`config.mk`:
```
export PLATFORM = sky130hd
export DESIGN_NAME = ex_mem_stage
export DESIGN_NICKNAME = d
export VERILOG_FILES = /design/src/rtl/ex_mem_stage_pkg.sv /design/src/rtl/ex_mem_stage_skid_buffer.sv /design/src/rtl/ex_mem_stage.sv
export SDC_FILE = /design/constraint.sdc
export NUM_CORES = 1
export LEC_CHECK = 0
export BUFFER_PORTS_ARGS = -buffer_cell sky130_fd_sc_hd__buf_2
export CORE_AREA = 2 2 160 162
export CTS_CLUSTER_DIAMETER = 200
export DETAILED_ROUTE_END_ITERATION = 6
export DIE_AREA = 0 0 162 164
export PLACE_DENSITY_LB_ADDON = 0.08
export SYNTH_ARGS = -nofsm -noshare
export SYNTH_HDL_FRONTEND = slang
export SYNTH_SLANG_ARGS = --single-unit
```
`constraint.sdc`:
```
create_clock -name i_clk -period 4.1 [get_ports i_clk]
set_clock_uncertainty 0.1 [all_clocks]
set_input_delay 0.82 -clock i_clk [delete_from_list [all_inputs] [get_ports i_clk]]
set_output_delay 0.82 -clock i_clk [all_outputs]
set_load 0.005 [all_outputs]
```
`src/rtl/ex_mem_stage_pkg.sv`:
```
// Shared types for the EX->MEM boundary: branch encodings, skid FSM states, entry layout.
package ex_mem_stage_pkg;

  localparam int REG_WIDTH = 32;
  localparam int RD_WIDTH  = 5;

  typedef enum logic [2:0] {
    BR_NONE, BR_EQ, BR_NE, BR_LT, BR_GE, BR_JAL, BR_JALR
  } branch_type_t;

  typedef logic [1:0] ex_state_t;
  localparam ex_state_t EX_EMPTY = 2'd0;
  localparam ex_state_t EX_ONE   = 2'd1;
  localparam ex_state_t EX_FULL  = 2'd2;

  typedef struct packed {
    logic [REG_WIDTH-1:0] result;
    logic [REG_WIDTH-1:0] rs2;
    logic [RD_WIDTH-1:0]  rd;
  } ex_mem_entry_t;

  function automatic logic br_taken(input branch_type_t bt, input logic zero, input logic lt);
    logic t;
    t = 1'b0;
    case (bt)
      BR_EQ:           t = zero;
      BR_NE:           t = !zero;
      BR_LT:           t = lt;
      BR_GE:           t = !lt;
      BR_JAL, BR_JALR: t = 1'b1;
      default:         t = 1'b0;
    endcase
    return t;
  endfunction

endpackage

```
`src/rtl/ex_mem_stage_skid_buffer.sv`:
```
// Generic 2-entry valid/ready register; upstream ready is a decode of state flops only.
module skid_buffer
  import ex_mem_stage_pkg::*;
#(
  parameter int W = 8
) (
  input  logic         i_clk,
  input  logic         i_rst_n,
  input  logic         i_flush,
  input  logic         i_valid,
  output logic         o_ready,
  input  logic [W-1:0] i_data,
  output logic         o_valid,
  input  logic         i_ready,
  output logic [W-1:0] o_data
);

  ex_state_t    state;
  logic [W-1:0] main_q;
  logic [W-1:0] skid_q;
  logic         accept;
  logic         emit;

  assign o_ready = (state != EX_FULL);
  assign o_valid = (state != EX_EMPTY);
  assign o_data  = main_q;
  assign accept  = i_valid && o_ready;
  assign emit    = o_valid && i_ready;

  always_ff @(posedge i_clk or negedge i_rst_n) begin
    if (!i_rst_n) begin
      state  <= EX_EMPTY;
      main_q <= '0;
      skid_q <= '0;
    end else if (i_flush) begin
      state <= EX_EMPTY;
    end else begin
      case (state)
        EX_EMPTY: if (accept) begin
          main_q <= i_data;
          state  <= EX_ONE;
        end
        EX_ONE: begin
          if (accept && emit) begin
            main_q <= i_data;
          end else if (accept) begin
            skid_q <= i_data;
            state  <= EX_FULL;
          end else if (emit) begin
            state <= EX_EMPTY;
          end
        end
        // Held entry stays in skid until main drains; ready is low so nothing new arrives.
        EX_FULL: if (emit) begin
          main_q <= skid_q;
          state  <= EX_ONE;
        end
        default: state <= EX_EMPTY;
      endcase
    end
  end

endmodule

```
`src/rtl/ex_mem_stage.sv`:
```
// EX->MEM pipeline register with branch resolution and a registered one-cycle PC redirect.
// Optional build macro EX_BR_STATS_EN adds branch / taken-branch counters.
module ex_mem_stage
  import ex_mem_stage_pkg::*;
#(
  parameter int DATA_W = REG_WIDTH,
  parameter int RD_W   = RD_WIDTH
) (
  input  logic              i_clk,
  input  logic              i_rst_n,
  input  logic              i_valid,
  output logic              o_ready,
  input  logic [DATA_W-1:0] i_result,
  input  logic              i_zero,
  input  logic              i_less_than,
  input  branch_type_t      i_br_type,
  input  logic [DATA_W-1:0] i_pc,
  input  logic [DATA_W-1:0] i_imm,
  input  logic [DATA_W-1:0] i_rs2,
  input  logic [RD_W-1:0]   i_rd,
  input  logic              i_flush,
  output logic              o_valid,
  input  logic              i_ready,
  output logic [DATA_W-1:0] o_result,
  output logic [DATA_W-1:0] o_rs2,
  output logic [RD_W-1:0]   o_rd,
  output logic              o_redirect,
`ifdef EX_BR_STATS_EN
  output logic [31:0]       o_br_count,
  output logic [31:0]       o_br_taken_count,
`endif
  output logic [DATA_W-1:0] o_redirect_pc
);

  localparam int PW = 2*DATA_W + RD_W;

  logic              accept;
  logic              taken;
  logic              is_link;
  logic [DATA_W-1:0] target;
  logic [DATA_W-1:0] res_in;
  logic [PW-1:0]     pld_in;
  logic [PW-1:0]     pld_out;

  assign accept  = i_valid && o_ready;
  assign taken   = br_taken(i_br_type, i_zero, i_less_than);
  assign is_link = (i_br_type == BR_JAL) || (i_br_type == BR_JALR);
  assign target  = (i_br_type == BR_JALR) ? {i_result[DATA_W-1:1], 1'b0} : i_pc + i_imm;
  assign res_in  = is_link ? i_pc + DATA_W'(4) : i_result;
  assign pld_in  = {res_in, i_rs2, i_rd};

  skid_buffer #(.W(PW)) u_skid (
    .i_clk   (i_clk),
    .i_rst_n (i_rst_n),
    .i_flush (i_flush),
    .i_valid (i_valid),
    .o_ready (o_ready),
    .i_data  (pld_in),
    .o_valid (o_valid),
    .i_ready (i_ready),
    .o_data  (pld_out)
  );

  assign {o_result, o_rs2, o_rd} = pld_out;

  // Redirect only reflects the accept of the previous cycle; flush kills it.
  always_ff @(posedge i_clk or negedge i_rst_n) begin
    if (!i_rst_n) begin
      o_redirect    <= 1'b0;
      o_redirect_pc <= '0;
    end else if (i_flush) begin
      o_redirect <= 1'b0;
    end else begin
      o_redirect <= accept && taken;
      if (accept && taken) o_redirect_pc <= target;
    end
  end

`ifdef EX_BR_STATS_EN
  always_ff @(posedge i_clk or negedge i_rst_n) begin
    if (!i_rst_n) begin
      o_br_count       <= '0;
      o_br_taken_count <= '0;
    end else if (accept && !i_flush && i_br_type != BR_NONE) begin
      o_br_count <= o_br_count + 32'd1;
      if (taken) o_br_taken_count <= o_br_taken_count + 32'd1;
    end
  end
`endif

endmodule

```
; Yosys cells after proc, flatten, opt, wreduce, memory -nomap -nowiden
; Index checks and enable logic that the tools add are counted.
[word_totals]
out_inout_bits = 104
ff_bits = 173
[classes]
reduce_logical = 15
n_addsub = 2
n_bitwise = 2
eq_ne = 16
muxes = 15
[op_table]
columns = op, count
row1 = two-way mux 69 bit, 3
row2 = case mux 69 bit (3 select lines), 1
row3 = two-way mux 32 bit, 2
row4 = adder 32 x 3 -> 32 bit (second input constant), 1
row5 = adder 32 bit, 1
row6 = two-way mux 2 bit, 6
row7 = == test 3 bit (second input constant), 3
row8 = AND reduction 4 bit, 2
row9 = == test 3 x 2 -> 1 bit (second input constant), 2
row10 = inequality test 3 bit (second input constant), 2
row11 = case mux 2 bit (3 select lines), 1
row12 = case mux 1 bit (5 select lines), 1
row13 = AND reduction 5 bit, 1
row14 = logical AND 1 bit, 4
row15 = inequality test 2 x 1 -> 1 bit (second input constant), 2
row16 = inequality test 2 bit (second input constant), 2
row17 = inequality test 4 x 3 -> 1 bit (second input constant), 1
row18 = == test 3 x 1 -> 1 bit (second input constant), 1
row19 = inequality test 3 x 2 -> 1 bit (second input constant), 1
row20 = nonzero test 3 bit, 1
row21 = == test 2 x 1 -> 1 bit (second input constant), 1
row22 = == test 2 bit (second input constant), 1
row23 = logical NOT 1 bit, 2
row24 = logical NOT 2 bit, 1
row25 = other kinds (6), 7

; Depth between registers and ports, before layout
; Gate-level depths: netlist of the first run.
[depth]
word_depth = 7
mapped_depth = 10
depth_no_buf = 10

; By module
; A second synthesis of the first run with hierarchy kept.
[unflattened]
hier_cells = 928
hier_area_um2 = 9992.1
[modules_own_cells]
columns = mod, seq_area_each_um2, cells_each, area_each_um2, n_inst
row1 = skid_buffer, 3503.4, 385, 6070.8, 1
row2 = ex_mem_stage, 825.8, 543, 3921.3, 1

; Worst setup path before layout of the first run
; Ideal clock, no wire load.
[synth_timing]
kind = in2reg
startpoint = in i_pc[0]
endpoint = reg o_redirect_pc[24]
t_required_ps = 3865
arrival_ps = 2948
setup_slack_ps = 918
setup_time_ps = 135
path_stages = 10
cell_sequence = ha_1 -> fa_1 -> a211oi_1 -> o211ai_1 -> nand3_1 -> o221ai_1 -> a311o_1 -> a41oi_1 -> xor2_1 -> o21ai_0
[synth_between]
elab_chain_len = 2
[synth_lines]
columns = item, line
row1 = start: declaration, ex_mem_stage.sv:17  ; input logic [DATA_W-1:0] i_pc,
row2 = adder 32 bit, ex_mem_stage.sv:48  ; assign target = (i_br_type == BR_JALR) ? {i_result[DATA_W-1:1], 1'b0} : i_pc + i_imm;
row3 = two-way mux 32 bit, ex_mem_stage.sv:48
row4 = end signal: assignment, ex_mem_stage.sv:75  ; if (accept && taken) o_redirect_pc <= target;
row5 = end: declaration, ex_mem_stage.sv:32  ; output logic [DATA_W-1:0] o_redirect_pc
; No other way between the ends.
; A chain may end at the register's enable or synchronous reset.

; Final worst setup path of the first run
; Ends and elaborated chain as after synthesis.

==> results.toml, run 1 <==
[run_status]
status = "completed"

[route]
postRouteWirelength_um = 28100
vias_per_cell = 5.18
dr.pass1.iters = 5
route.detailed.wl_per_inst_um = 17.0
num_vias = 8560
drtAntennaViolNets = 0
drt_iter0_drc = 656
post-route-drc-count = 0

[worst_setup_path]
cp_data_arrival_time_ns = 3.47
timing.critical_path.slowest_stage_cell = "sky130_fd_sc_hd__fa_1"
path_class = "input pin to flip-flop"
crit_path_end_kind = "flip-flop"
critPathLaunchType = "input pin"
critical_path_peak_fanout = 3
worstPathRequired_ns = 4.29
crit_family = "compound AO/OA/AOI/OAI gates"
cp_slowest_stage_delay_ns = 0.44
worstPathCellList = "buf_2, ha_1, fa_1, a211oi_1, o211ai_1, nand3_1, o221ai_1, a311o_1, a41oi_1, xor2_1, o21ai_0"
timing.critical_path.buf_inv = 1

[sta]
layout_worst_path_cycle_share_pct = 80.1
slew_viol_final = 0
timing.slew.headroom_pct = 39.6
finalSetupViolations = 0
finalHoldViolations = 0
finalSetupTns_ns = 0
min_period_ns = 3.28
final_hold_slack_ns = 0.360
fmax_mhz = 305
rsz_0062_raised_after_global_routing = "false"
worstMarginPinSlew_ns = 0.907

[synthesis]
yosysTopAreaCell = "sky130_fd_sc_hd__dfrtp_1"
synth.area.top_cells = "sky130_fd_sc_hd__dfrtp_1, sky130_fd_sc_hd__nand2_1, sky130_fd_sc_hd__mux2_2, sky130_fd_sc_hd__nor2_1, sky130_fd_sc_hd__ha_1"
synth_area_per_cell_um2 = 8.99
netlist_top_cells_count = "sky130_fd_sc_hd__nand2_1, sky130_fd_sc_hd__dfrtp_1, sky130_fd_sc_hd__nor2_1"
post-synth-top-count-cell = "sky130_fd_sc_hd__nand2_1"
synth_top_flop_cell = "sky130_fd_sc_hd__dfrtp_1"
synth.top_cell.area_share_pct = 44.1
synth-seq-cells = 173
synth_area_um2 = 9820
synthCells = 1092
synth-seq-area-share_pct = 44.1
yosysWarningCount = 0
synthArstFlopShare_pct = 100
number_of_different_library_cells_in_the_post_synthesis_netlist = 61
mappedNetlistNets = 1268
number_of_enable_type_register_cells_in_the_synthesized_netlist = 0

[finish]
finalNetCount = 1487
final_layout_size_suffix_gt1_share_pct = 27.8
layout-area-overhead-vs-synth_pct = 21.7
antenna_cell_count = 0

[die]
dieHeight_um = 164
top_level_ports = 247
floorplan.die.width_um = 162
floorplan.die_area_um2 = 26600
rows = 58
floorplan.core_area_um2 = 24800
initial_standard_cell_utilization_of_the_core_pct = 39.6

[grt]
grt.overflow.total = 0
grt_pass1_vias = 8072
globalRouteTotalUtil_pct = 21.4
maximum_number_of_pins_on_one_net_before_global_route_repair = 87
grt_first_pass_wirelength_um = 44500
antenna_found_initial = 0

[clock_network]
clock_sinks = 173
cts_max_level = 4
cts.repair.resized = 0
cts_root_buffer = "sky130_fd_sc_hd__clkbuf_16"
quantity_of_hold_fixing_buffers_added_after_cts = 0
insertion_delay_ns = 0.43
post_cts_setup_buffers = 0
tritoncts.num_buffers = 17
max-clock-path-buffers = 2
tritoncts_clock_tree = "built"
clk_pin_slew_ns = 0.08

[power_and_ir_drop]
leakagePower_nw = 5.59
vdd_drop_max_uv = 303
pwr_density_cell_nw_per_um2 = 449

[hold_path]
hold_class = "input pin to asynchronous set/reset pin"

[placed_design]
port-buffer-count = 246
detailedPlacementHpwl_um = 20700
gp_congestion = 0.858

[flow_run]
max_cap_viols = 0
==> worst reg2reg max path, delay by kind of cell, from the launching register on <==
family,cells,cell delay [ns]
simple gates,1,0.15
buf+inv,2,1.35
flops,1,0.49
compound gates,4,0.95
==> cells by family (layout without fill, tap and decap cells) <==
kind of cell | count (synthesis) | in the layout | share of synthesized area (%)
buffers and inverters | 73 | 305 | 3.35
AOI/OAI and AO/OA | 279 | 279 | 17.6
muxes | 74 | 74 | 8.36
DFF | 173 | 173 | 44.1
and+or+nand+nor | 409 | 409 | 17.8
adders and majority gates | 33 | 33 | 4.28
xor gates and xnor gates | 51 | 51 | 4.55
==> final timing paths <==
| path | start | to | slack (ns) | depth (start not counted) |
|---|---|---|---|---|
| max in group asynchronous | i_rst_n | u_skid.skid_q[60] | 2.54 | 2 |
| hold / removal | i_rst_n | u_skid.o_data[29] | 0.36 | 1 |
| hold reg to reg | o_redirect_pc[0] | o_redirect_pc[0] | 0.36 | 2 |
| min in group i_clk | o_redirect_pc[0] | o_redirect_pc[0] | 0.36 | 2 |
| setup reg to reg | u_skid.state[0] | u_skid.o_data[60] | 0.97 | 7 |
| setup / recovery | i_pc[0] | o_redirect_pc[24] | 0.82 | 11 |
==> power breakdown <==
part	switching, mW	total [mW]	leakage, nW	internal (mW)
combinational	0.704	1.35	3.26	0.646
clock	0.751	1.68	0.290	0.926
sequential	0.211	2.34	2.04	2.13
==> per-stage QoR <==
stage	total power [mW]	worst slack (ns)	std cells	util, %	area (um^2)
after floorplan	3.14	0.918	1092	-	9820
after global placement	3.71	0.462	1622	45.7	11300
after detailed placement	3.74	0.410	1622	45.7	11300
after CTS	5.44	0.860	1654	48.1	11900
after global routing	5.71	0.671	1654	48.1	11900
final	5.37	0.818	1654	48.1	11900
==> registers in the layout, summed over array words and instances, names as in the netlist <==
name           count
u_skid.o_data     69
u_skid.skid_q     69
o_redirect_pc     32
u_skid.state       2
o_redirect         1
==> metal layers <==
| metal | part of all wire, % | global-route usage, % | vias up |
|---|---|---|---|
| met3 | 6.3 | 3.48 | 15 |
| met4 | 0.87 | 4.18 | 0 |
| met5 | 0 | 0 | - |
| met1 | 50 | 32.7 | 3983 |
| met2 | 43 | 32.0 | 258 |
| li1 | - | - | 4304 |
==> cells in the final DEF (no fill, tap or decap), types with 5 or more instances in the layout <==
master and count:
sky130_fd_sc_hd__nand2_1 191, sky130_fd_sc_hd__a211oi_1 13, sky130_fd_sc_hd__dfrtp_1 173, sky130_fd_sc_hd__xor2_1 22, sky130_fd_sc_hd__a21oi_1 78, sky130_fd_sc_hd__o211ai_1 9, sky130_fd_sc_hd__a31oi_1 60, sky130_fd_sc_hd__o21a_1 12
sky130_fd_sc_hd__nand4_1 10, sky130_fd_sc_hd__and2_1 5, sky130_fd_sc_hd__nand3_1 20, sky130_fd_sc_hd__and3_1 18, sky130_fd_sc_hd__nor3_1 11, sky130_fd_sc_hd__a21o_1 12, sky130_fd_sc_hd__inv_1 12, sky130_fd_sc_hd__mux2_2 60
sky130_fd_sc_hd__buf_4 13, sky130_fd_sc_hd__buf_2 245, sky130_fd_sc_hd__nor2_1 126, sky130_fd_sc_hd__nor2b_1 5, sky130_fd_sc_hd__xnor2_1 29, sky130_fd_sc_hd__nand2b_1 6, sky130_fd_sc_hd__ha_1 32, sky130_fd_sc_hd__o21ai_0 62
sky130_fd_sc_hd__clkbuf_16 17, sky130_fd_sc_hd__mux2i_1 13
==> area by class of cell <==
type | instances | area [um^2]
Clock buffer | 18 | 429
Clock inverter | 14 | 173
Fill cell | 2483 | 12900
Inverter | 13 | 48.8
Multi-Input combinational cell | 846 | 5200
Sequential cell | 173 | 4330
Tap cell | 330 | 413
Timing Repair Buffer | 260 | 1360
(Power assumes the default switching activity.)
==> run 2, diff against run 1 <==
- ABC_AREA: unset -> 1
- CORE_AREA: 2 2 160 162 -> 2 2 170 172
- DIE_AREA: 0 0 162 164 -> 0 0 172 174
- clock period: 4.1 -> 3.2 ns (I/O delays scaled with it)
==> run 2 against run 1 <==
Effect of this change: design area increased by 11%; register-to-register slack worse by 0.41 ns; count of clock-buffer cells in the layout stayed put; sequential power grew 35%; die area rose by 13%; critical endpoint is now o_ready; sequential cell count unchanged; sequential share of layout area down 3.5 points; hold slack got worse by 0.34 ns; non-clock buffer count unchanged; critical path depth fell by 7; first-iteration DRC count increased by 19%; highest routed layer unchanged; largest power group unchanged.
==> results.toml, run 2 <==
[run_status]
status = "completed"

[placed_design]
pre_cts_ws_ns = 0.550
detailedPlacementHpwl_um = 27300
placedCellCount = 2249
port-buffer-count = 246
gp_congestion = 0.925

[finish]
layout-area-overhead-vs-synth_pct = 19.3
final_cells = 2282
layout.cells.most_common_list = "sky130_fd_sc_hd__nand2_1, sky130_fd_sc_hd__buf_2, sky130_fd_sc_hd__inv_1"
finalNetCount = 2060
final_core_utilization_pct = 46.8
mostFrequentLayoutCell = "sky130_fd_sc_hd__nand2_1"
final_layout_size_suffix_gt1_share_pct = 16.7

[synthesis]
mappedNetlistNets = 1842
number_of_different_library_cells_in_the_post_synthesis_netlist = 40
synth.area.top_cells = "sky130_fd_sc_hd__dfrtp_1, sky130_fd_sc_hd__nand2_1, sky130_fd_sc_hd__inv_1, sky130_fd_sc_hd__o21ai_0, sky130_fd_sc_hd__nor2_1"
synth-seq-cells = 173
number_of_enable_type_register_cells_in_the_synthesized_netlist = 0
synthCells = 1666
yosysTopAreaCell = "sky130_fd_sc_hd__dfrtp_1"
synth_area_um2 = 11100
synthArstFlopShare_pct = 100
synth_top_flop_cell = "sky130_fd_sc_hd__dfrtp_1"
netlist_top_cells_count = "sky130_fd_sc_hd__nand2_1, sky130_fd_sc_hd__inv_1, sky130_fd_sc_hd__dfrtp_1"
yosysWarningCount = 0
synth-seq-area-share_pct = 39.1
synth.top_cell.area_share_pct = 39.1
post-synth-top-count-cell = "sky130_fd_sc_hd__nand2_1"
synth_area_per_cell_um2 = 6.65

[worst_setup_path]
critical_path.reg2reg.startpoint = "u_skid.state[0]"
crit_path_end_kind = "primary output"
critPathLaunchType = "flip-flop"
path_class = "flip-flop to primary output"
timing.critical_path.buf_inv = 3
timing.reg2reg.worst_path_depth = 10
crit_family = "buffers and inverters"
worstPathRequired_ns = 2.46
ff2ff_setup_slack_ns = 0.56
cp_data_arrival_time_ns = 2.00
worstPathCellList = "inv_2, nand2_4, buf_4, buf_2"
timing.critical_path.slowest_stage_cell = "sky130_fd_sc_hd__buf_4"
critical_path_peak_fanout = 51
r2r-end = "u_skid.o_data[53]"
cp_slowest_stage_delay_ns = 0.48

[route]
postRouteWirelength_um = 35300
route.detailed.wl_per_inst_um = 15.5
drtAntennaViolNets = 0
vias_per_cell = 4.86
drt_iter0_drc = 779
num_vias = 11100
dr.pass1.iters = 5
post-route-drc-count = 0

[sta]
min_period_ns = 2.74
worstMarginPinSlew_ns = 0.516
final_critical_path_setup_slack_ns = 0.458
layout_worst_path_cycle_share_pct = 85.7
rsz_0062_raised_after_global_routing = "false"
finalHoldViolations = 0
finalSetupViolations = 0
finalSetupTns_ns = 0
fmax_mhz = 365
timing.slew.headroom_pct = 65.6
final_hold_slack_ns = 0.0245
slew_viol_final = 0

[die]
floorplan.core_area_um2 = 28200
floorplan.die.width_um = 172
floorplan.die_area_um2 = 29900
rows = 62
top_level_ports = 247
dieHeight_um = 174
initial_standard_cell_utilization_of_the_core_pct = 39.2

[clock_network]
cts_root_buffer = "sky130_fd_sc_hd__clkbuf_16"
tritoncts_clock_tree = "built"
quantity_of_hold_fixing_buffers_added_after_cts = 0
max-clock-path-buffers = 2
cts.repair.resized = 0
tritoncts.num_buffers = 17
clock_sinks = 173
post_cts_setup_buffers = 0
clk_pin_slew_ns = 0.08
cts_max_level = 4
insertion_delay_ns = 0.43

[grt]
grt.overflow.total = 0
antenna_found_initial = 1
grt_first_pass_wirelength_um = 55000
maximum_number_of_pins_on_one_net_before_global_route_repair = 112
grt_pass1_vias = 10200
globalRouteTotalUtil_pct = 23.6

[flow_run]
max_cap_viols = 0

[power_and_ir_drop]
vdd_drop_max_uv = 361
pwr_density_cell_nw_per_um2 = 544
leakagePower_nw = 7.47

[hold_path]
hold_class = "input pin to asynchronous set/reset pin"
==> run 2: changes by cell type after synthesis, sizes merged, moves of 22 or more <==
cell,delta
a31oi,-58
buf,+24
clkbuf,-22
inv,+202
mux2,-61
nand2,+439
nand3,+64
o21ai,+116
xnor2,-23
==> run 2: worst max path at each step <==
stage	startpoint	to	slack, ns	cells past startpoint
after detailed placement	i_pc[0]	o_redirect_pc[28]	0.55	13
after global placement	i_pc[0]	o_redirect_pc[28]	0.56	13
after floorplan	i_pc[0]	o_redirect_pc[20]	1.0	12
final	u_skid.state[0]	o_ready	0.46	4
after global routing	u_skid.state[0]	o_ready	0.28	4
after CTS	u_skid.state[0]	o_ready	0.43	4
==> run 2: worst register-to-register path, stage by stage, from the launching register on <==
cell and delay [ns]:
sky130_fd_sc_hd__dfrtp_1 0.43, sky130_fd_sc_hd__inv_2 0.12, sky130_fd_sc_hd__nand2_4 0.28, sky130_fd_sc_hd__inv_2 0.15
sky130_fd_sc_hd__o21ai_2 0.07, sky130_fd_sc_hd__nor2_4 0.29, sky130_fd_sc_hd__clkinv_2 0.33, sky130_fd_sc_hd__buf_12 0.29
sky130_fd_sc_hd__a21oi_1 0.32, sky130_fd_sc_hd__o21ai_0 0.10, sky130_fd_sc_hd__nand2_1 0.08
==> run 2: logic make-up (layout without fill, tap and decap cells) <==
family,Yosys count,after routing,synth area share [%]
other,0,1,0
multiplexers,3,3,0.271
XOR/XNOR,14,14,1.11
adder cells (fa/ha/maj),33,33,3.80
flip-flops,173,173,39.1
AND/OR/NAND/NOR,881,881,32.0
buffers and inverters,276,507,10.2
AO/OA/AOI/OAI,286,286,13.6
==> run 2: power by group <==
part           switching (mW)  internal, mW  total, mW
combinational            1.16         0.809       1.97
clock                    1.01          1.04       2.05
sequential              0.334          2.83       3.16
total                    2.51          4.68       7.19
==> run 2: final cells by class <==
class	instances	area, um^2
clock buffer	18	429
fill	3123	15000
inverter	215	811
tap	384	480
timing repair buffer	260	1390
antenna	1	2.50
multi-input combinational	1217	5620
clock inverter	14	145
sequential	173	4330
==> run 2: through the flow <==
stage	total power [mW]	instance area [um^2]
global route	7.72	13200
CTS	7.26	13200
detailed placement	5.19	12600
global placement	5.14	12600
finish	7.19	13200
floorplan	4.29	11100
==> run 2: routing by layer <==
metal | share of wire [%] | global-route usage, % | vias up
met5 | 0 | 0 | -
met4 | 1.7 | 5.57 | 0
met3 | 5.4 | 3.30 | 36
met2 | 45 | 37.6 | 319
met1 | 48 | 34.0 | 5049
li1 | - | - | 5687
